$ cat config.mk
export PLATFORM = sky130hd
export DESIGN_NAME = fifo_write_ctrl
export DESIGN_NICKNAME = d
export VERILOG_FILES = /design/src/rtl/fifo_write_ctrl.sv
export SDC_FILE = /design/constraint.sdc
export NUM_CORES = 1
export LEC_CHECK = 0
export BUFFER_PORTS_ARGS = -buffer_cell sky130_fd_sc_hd__buf_2
export CAP_MARGIN = 15
export CORE_MARGIN = 3
export CORE_UTILIZATION = 51
export DETAILED_ROUTE_END_ITERATION = 6
export HOLD_SLACK_MARGIN = 0.12
export PLACE_DENSITY = 0.94
export SYNTH_ARGS = -nofsm -noshare
export SYNTH_HDL_FRONTEND = slang
export SYNTH_SLANG_ARGS = --single-unit
export TNS_END_PERCENT = 30
$ cat constraint.sdc
create_clock -name write_clk -period 4.95 [get_ports write_clk]
set_input_delay 0.2475 -clock write_clk [delete_from_list [all_inputs] [get_ports write_clk]]
set_output_delay 0.2475 -clock write_clk [all_outputs]
set_load 0.05 [all_outputs]
$ cat src/rtl/fifo_write_ctrl.sv
// fifo_write_ctrl: write-side pointer/flag controller for the async FIFO (optional registered level via FIFO_WR_LEVEL_EN)
module fifo_write_ctrl #(
    parameter int DATA_WIDTH      = 8,
    parameter int ADDR_WIDTH      = 4,
    parameter int ALMOST_FULL_GAP = 2
) (
    input  logic                  write_clk,
    input  logic                  write_rst,
    input  logic                  write_req,
    input  logic [DATA_WIDTH-1:0] write_data_in,
    input  logic [ADDR_WIDTH:0]   read_ptr_gray,
    output logic                  write_en,
    output logic [ADDR_WIDTH-1:0] write_addr,
    output logic [DATA_WIDTH-1:0] write_data,
    output logic [ADDR_WIDTH:0]   write_ptr_gray,
    output logic                  full,
    output logic                  almost_full,
    output logic                  overflow,
    output logic [ADDR_WIDTH:0]   write_level
);
    localparam int PW        = ADDR_WIDTH + 1;
    localparam int RAM_DEPTH = 1 << ADDR_WIDTH;

    logic          accept;
    logic [PW-1:0] wptr_bin, wptr_next, wgray_next;
    logic [PW-1:0] rsync1, rsync2, rptr_bin, full_cmp, level;
    logic          almost_full_next;

    assign accept     = write_req & ~full & ~write_rst;
    assign write_en   = accept;
    assign write_addr = wptr_bin[ADDR_WIDTH-1:0];
    assign write_data = write_data_in;

    assign wptr_next  = wptr_bin + PW'(accept);
    assign wgray_next = wptr_next ^ (wptr_next >> 1);

    // The writer has lapped the reader exactly when its Gray pointer equals
    // the synced read pointer with the top two Gray bits inverted.
    assign full_cmp = {~rsync2[PW-1:PW-2], rsync2[PW-3:0]};

    for (genvar i = 0; i < PW; i++) begin : g_g2b
        assign rptr_bin[i] = ^rsync2[PW-1:i];
    end

    assign level            = wptr_next - rptr_bin;
    assign almost_full_next = ({1'b0, level} + (PW+1)'(ALMOST_FULL_GAP)) >= (PW+1)'(RAM_DEPTH);

    // Pointer advance, read-pointer synchroniser and registered status flags
    always_ff @(posedge write_clk) begin
        if (write_rst) begin
            wptr_bin       <= '0;
            write_ptr_gray <= '0;
            rsync1         <= '0;
            rsync2         <= '0;
            full           <= 1'b0;
            almost_full    <= 1'b0;
            overflow       <= 1'b0;
        end else begin
            wptr_bin       <= wptr_next;
            write_ptr_gray <= wgray_next;
            rsync1         <= read_ptr_gray;
            rsync2         <= rsync1;
            full           <= (wgray_next == full_cmp);
            almost_full    <= almost_full_next;
            overflow       <= write_req & full;
        end
    end

`ifdef FIFO_WR_LEVEL_EN
    // Registered occupancy as seen from the write side
    always_ff @(posedge write_clk) begin
        if (write_rst) write_level <= '0;
        else           write_level <= level;
    end
`else
    assign write_level = '0;
`endif

endmodule

---- Word level (Yosys, flattened, before mapping) ----
Cells that the tools add are included.
cells by class
  add/subtract/negate cells ............... 3
  multiply operators ...................... 0
  divide/modulo/power cells ............... 0
  order comparisons ....................... 1
  equal/unequal tests ..................... 1
  shifts and indexed selects .............. 0
  mux-type cells .......................... 0
  bitwise gates (word level) .............. 7
  reductions and logical operators ........ 4
operators with widths
  cell                   number
  $add A5 B2 Y6 const B  1
  $ge A6 B5 Y1 const B   1
  $add A5 B1 Y5          1
  $eq A5 B5 Y1           1
  $reduce_xor A5 Y1      1
  $sub A5 B5 Y5          1
  $xor A5 B4 Y5          1
  $reduce_xor A4 Y1      1
  $and A1 B1 Y1          3
  $reduce_xor A3 Y1      1
  $not A1 Y1             2
  $not A2 Y2             1
  $reduce_xor A2 Y1      1
word-level totals
  flip-flop bits (word level) ............. 23
  bits in latches ......................... 0
  memory bits (writable) .................. 0
  ROM bits ................................ 0
  input bits .............................. 16
  word-level logic and storage cells ...... 23
  memories ................................ 0

---- Longest topological paths before layout ----
  depth in word-level cells ............... 7
  gate-level depth with buffers ........... 11

---- Least setup slack after synthesis ----
Ideal clock, no wire load.
  kind .................................... register -> register
  start ................................... register full
  end ..................................... register almost_full
  library setup time ...................... 0.122 ns
  arrival time ............................ 3.819 ns
  required time ........................... 4.828 ns
  setup slack ............................. 1.010 ns
  cell stages (with the launch flop) ...... 11
  path buffers ............................ 0
  clock period less this slack ............ 3.940 ns
  cell sequence ........................... dfxtp_1 nor3b_1 ha_1 ha_1 xor2_1 ha_1 nor2b_1 o21ai_0 nand2b_1 xnor2_1 a221o_1
between the ends
  cells in the longest elaborated chain, start to end .. 7
RTL lines
  what                         line  RTL
  start, declared              16    output logic full,
  start signal, assigned       63    full <= (wgray_next == full_cmp);
  $not A1 Y1                   29    assign accept = write_req & ~full & ~write_rst;
  $and A1 B1 Y1 (2 in series)  29
  net write_en                 12    output logic write_en,
  $add A5 B1 Y5                34    assign wptr_next = wptr_bin + PW'(accept);
  net wptr_next[2]             25    logic [PW-1:0] wptr_bin, wptr_next, wgray_next;
  $sub A5 B5 Y5                45    assign level = wptr_next - rptr_bin;
  $add A5 B2 Y6                46    assign almost_full_next = ({1'b0, level} + (PW+1)'(ALMOST_FULL_GAP)) >= (PW+1)'(RAM_DEPTH);
  $ge A6 B5 Y1                 46
  end signal, assigned         64    almost_full <= almost_full_next;
  end, declared                17    output logic almost_full,
The timed path passes the listed nets, and every way through them passes these cells.
A chain may end at the register's enable or synchronous reset.

---- Worst setup path in the final report ----
  start ................................... register full
  end ..................................... register almost_full
between the ends
  cells in the longest elaborated chain, start to end .. 7
RTL lines
  what                         line
  $not A1 Y1                   29
  $and A1 B1 Y1 (2 in series)  29
  $add A5 B1 Y5                34
  net wptr_next[2]             25
  $sub A5 B5 Y5                45
  $add A5 B2 Y6                46
  $ge A6 B5 Y1                 46
The timed path passes the listed nets, and every way through them passes these cells.

==> impl_metrics.env <==
export IMPL_pwr_share_seq=0.506
export IMPL_drv_slew=0
export IMPL_via_per_inst=4.852
export IMPL_fin_setup_tns_ns=0
export IMPL_synth_ff_type="dfxtp_1"
export IMPL_startpoint_type="register"
export IMPL_final_hold_violation_count=0
export IMPL_crit_required_ns=5.16
export IMPL_r2r_start="full$_SDFF_PP0_"
export IMPL_synth_top_area_cell="dfxtp_1"
export IMPL_fin_crit_ns=2.987
export IMPL_boundaryPins=42
export IMPL_fin_util=0.5852
export IMPL_max_freq_mhz=334.8
export IMPL_yosysSeqAreaShare=0.4079
export IMPL_grt_pass1_vias=691
export IMPL_area_growth_pct=7.416
export IMPL_cts_tree="done"
export IMPL_finClkSkew_ns=0.003691
export IMPL_ys_seq_elements=22
export IMPL_cts_resized_gates=0
export IMPL_wl_met1_um=626
export IMPL_antenna_found_initial=0
export IMPL_die_w_um=52.02
export IMPL_ant_nets=0
export IMPL_drt_total_wl_mm=1.708
export IMPL_clkTransAtPathRegs_ns=0.11
export IMPL_dr_wl_met3_um=172
export IMPL_hold_depth=2
export IMPL_ys_async_sr_fraction=0
export IMPL_path_delay_family="adder cells"
export IMPL_reg2reg_to="almost_full$_SDFF_PP0_"
export IMPL_rsz0062_at_grt="false"
export IMPL_cts_path_max_buffers=2
export IMPL_cts_max_level=1
export IMPL_status="complete, no violations"
export IMPL_synth_edf_count=0
export IMPL_start_util=0.5448
export IMPL_coreArea_mm2=0.001982
export IMPL_clk_latency_ns=0.30
export IMPL_hold_buffers=0
export IMPL_path_max_fanout=5
export IMPL_grt_max_degree=23
export IMPL_synth_warnings=0
export IMPL_p_total_uw=373.6
export IMPL_numPortBuffers=20
export IMPL_final_cell_mix="22 x dfxtp_1, 20 x buf_2, 12 x xnor2_1, 12 x nor2b_1, 8 x nor2_1"
export IMPL_dr_pass1_iters=4
export IMPL_fin_crit_sh=0.6034
export IMPL_yosysUniqueCellTypes=27
export IMPL_worstPathCellList="nor3b_1 -> ha_1 -> ha_1 -> xor2_1 -> ha_1 -> nor2b_1 -> o21ai_0 -> nand2b_1 -> xnor2_1 -> a221o_1"
export IMPL_cp_slowest_cell="nor3b_1"
export IMPL_worstHoldEndpoint="rsync1[0]$_SDFF_PP0_"
export IMPL_grt_ovfl_total=0
export IMPL_pwr_density_cell_mw_per_mm2=322.1
export IMPL_hold_start="read_ptr_gray[0]"
export IMPL_synth_area_leaders="dfxtp_1 41%, xnor2_1 9.7%, buf_4 9.0%, ha_1 7.0%, nor2b_1 7.0%"
export IMPL_num_rows=16
export IMPL_switching_power_uw=111.6
export IMPL_drive_gt1_frac=0.2131
export IMPL_worstSetupEndpointType="register"
export IMPL_wl_met2_um=866
export IMPL_cap_violations=0
export IMPL_reg2reg_depth=10
export IMPL_cts_inserted_buffers=3
export IMPL_grt_pass1_wl_mm=2.794
export IMPL_synth_top_area_frac=0.4079
export IMPL_avgSynthCellArea_um2=9.906
export IMPL_vias=723
export IMPL_grt_usage=0.1430
export IMPL_p_leak_uw=0.0005694
export IMPL_wl_per_cell_um=11.46
export IMPL_setup_viol=0
export IMPL_cp_common_cell="ha_1"
export IMPL_nets=146
export IMPL_dp_final_hpwl_mm=1.365
export IMPL_place_gp_congestion=0.7930
export IMPL_crit_type="register to register"
export IMPL_cts_setup_buffers=0
export IMPL_internal_power_uw=262.0
export IMPL_hp_class="primary input to register"
export IMPL_clockRootBuffer="clkbuf_4"
export IMPL_drc=0
export IMPL_worst_path_largest_cell_delay_ns=0.43
export IMPL_p_comb_frac=0.239
export IMPL_drtIter0Drc=11
export IMPL_layout_commonest_cell="dfxtp_1"
export IMPL_vdd_ir_drop_max_mv=0.1832
export IMPL_holdWs_ns=0.1465
export IMPL_worstPathArrival_ns=3.19
export IMPL_switching_share=0.2988
export IMPL_timing_critical_path_buf_inv=0
export IMPL_synthCells=109
export IMPL_maxUsedRoutingLayer="met4"
export IMPL_die_area_mm2=0.002706
export IMPL_cts_sinks=22
export IMPL_netlist_area_mm2=0.001080
export IMPL_antenna_cells=0
export IMPL_worst_r2r_setup_slack_ns=1.96
export IMPL_clkPwrFrac=0.255
export IMPL_die_h_um=52.02
## power by group through the flow
stage / Sequential (µW) / Clock [µW] / Combinational (µW)
after floorplan: 209 / 0 / 77.2
after global placement: 193 / 0 / 84.8
after detailed placement: 193 / 0 / 88.8
after CTS: 189 / 96.9 / 89.3
after global routing: 190 / 108 / 96.9
final: 189 / 95.3 / 89.4
## synth_stat cells (2+ instances only)
cell,instances
clkbuf_1,2
dfxtp_1,22
inv_1,5
nor2b_1,12
nor2_1,8
nand3_1,5
xor2_1,7
buf_4,13
xnor2_1,12
ha_1,6
## cell families (layout without fill, tap and decap cells)
logic type                 count (synthesis)  count (layout)  share of synthesized area
DFF                                       22              22                     0.4079
buffers and inverters                     21              30                     0.1182
xor gates and xnor gates                  20              20                     0.1750
and+or+nand+nor                           32              32                     0.1622
AOI/OAI and AO/OA                          6               6                    0.04519
other                                      1               5                   0.003473
adders and majority gates                  7               7                    0.08806
## per-layer routing
layer,vias to the layer above,GRT usage
met1,312,0.1201
met5,-,0
li1,360,-
met2,43,0.2678
met4,0,0.08734
met3,8,0.06304
## how the worst max path moves through the flow
| stage | endpoint | slack [ns] | cells past startpoint | startpoint |
|---|---|---|---|---|
| after floorplan | almost_full$_SDFF_PP0_ | 1.01 | 10 | full$_SDFF_PP0_ |
| after global placement | almost_full$_SDFF_PP0_ | 2.08 | 11 | write_rst |
| after detailed placement | almost_full$_SDFF_PP0_ | 1.85 | 11 | write_rst |
| after CTS | almost_full$_SDFF_PP0_ | 2.01 | 10 | full$_SDFF_PP0_ |
| after global routing | almost_full$_SDFF_PP0_ | 1.83 | 10 | full$_SDFF_PP0_ |
| final | almost_full$_SDFF_PP0_ | 1.96 | 10 | full$_SDFF_PP0_ |
## flip-flops by register name (all words and copies together), names as in the netlist
name,flops
rsync1,5
write_ptr_gray,5
wptr_bin,4
rsync2,5
full,1
overflow,1
almost_full,1
## metrics by stage
step | setup WS, ns | instance area (µm²) | cells
after floorplan | 1.010 | 1095 | 113
after global placement | 2.084 | 1124 | 145
after detailed placement | 1.845 | 1124 | 145
after CTS | 2.008 | 1160 | 149
after global routing | 1.831 | 1160 | 149
final | 1.963 | 1160 | 149
## worst reg2reg max path, cell delays in order, from the launching register on
cell	delay, ns
dfxtp_1	0.34
nor3b_1	0.43
ha_1	0.23
ha_1	0.18
xor2_1	0.41
ha_1	0.37
nor2b_1	0.16
o21ai_0	0.19
nand2b_1	0.11
xnor2_1	0.13
a221o_1	0.35
## layout make-up
type,instances,area (µm²)
Fill cell,172,822.0
Sequential cell,22,440.4
Clock buffer,4,36.28
Multi-Input combinational cell,70,526.8
Tap cell,27,33.78
Inverter,6,22.52
Timing Repair Buffer,20,100.1
(Power assumes the default switching activity.)
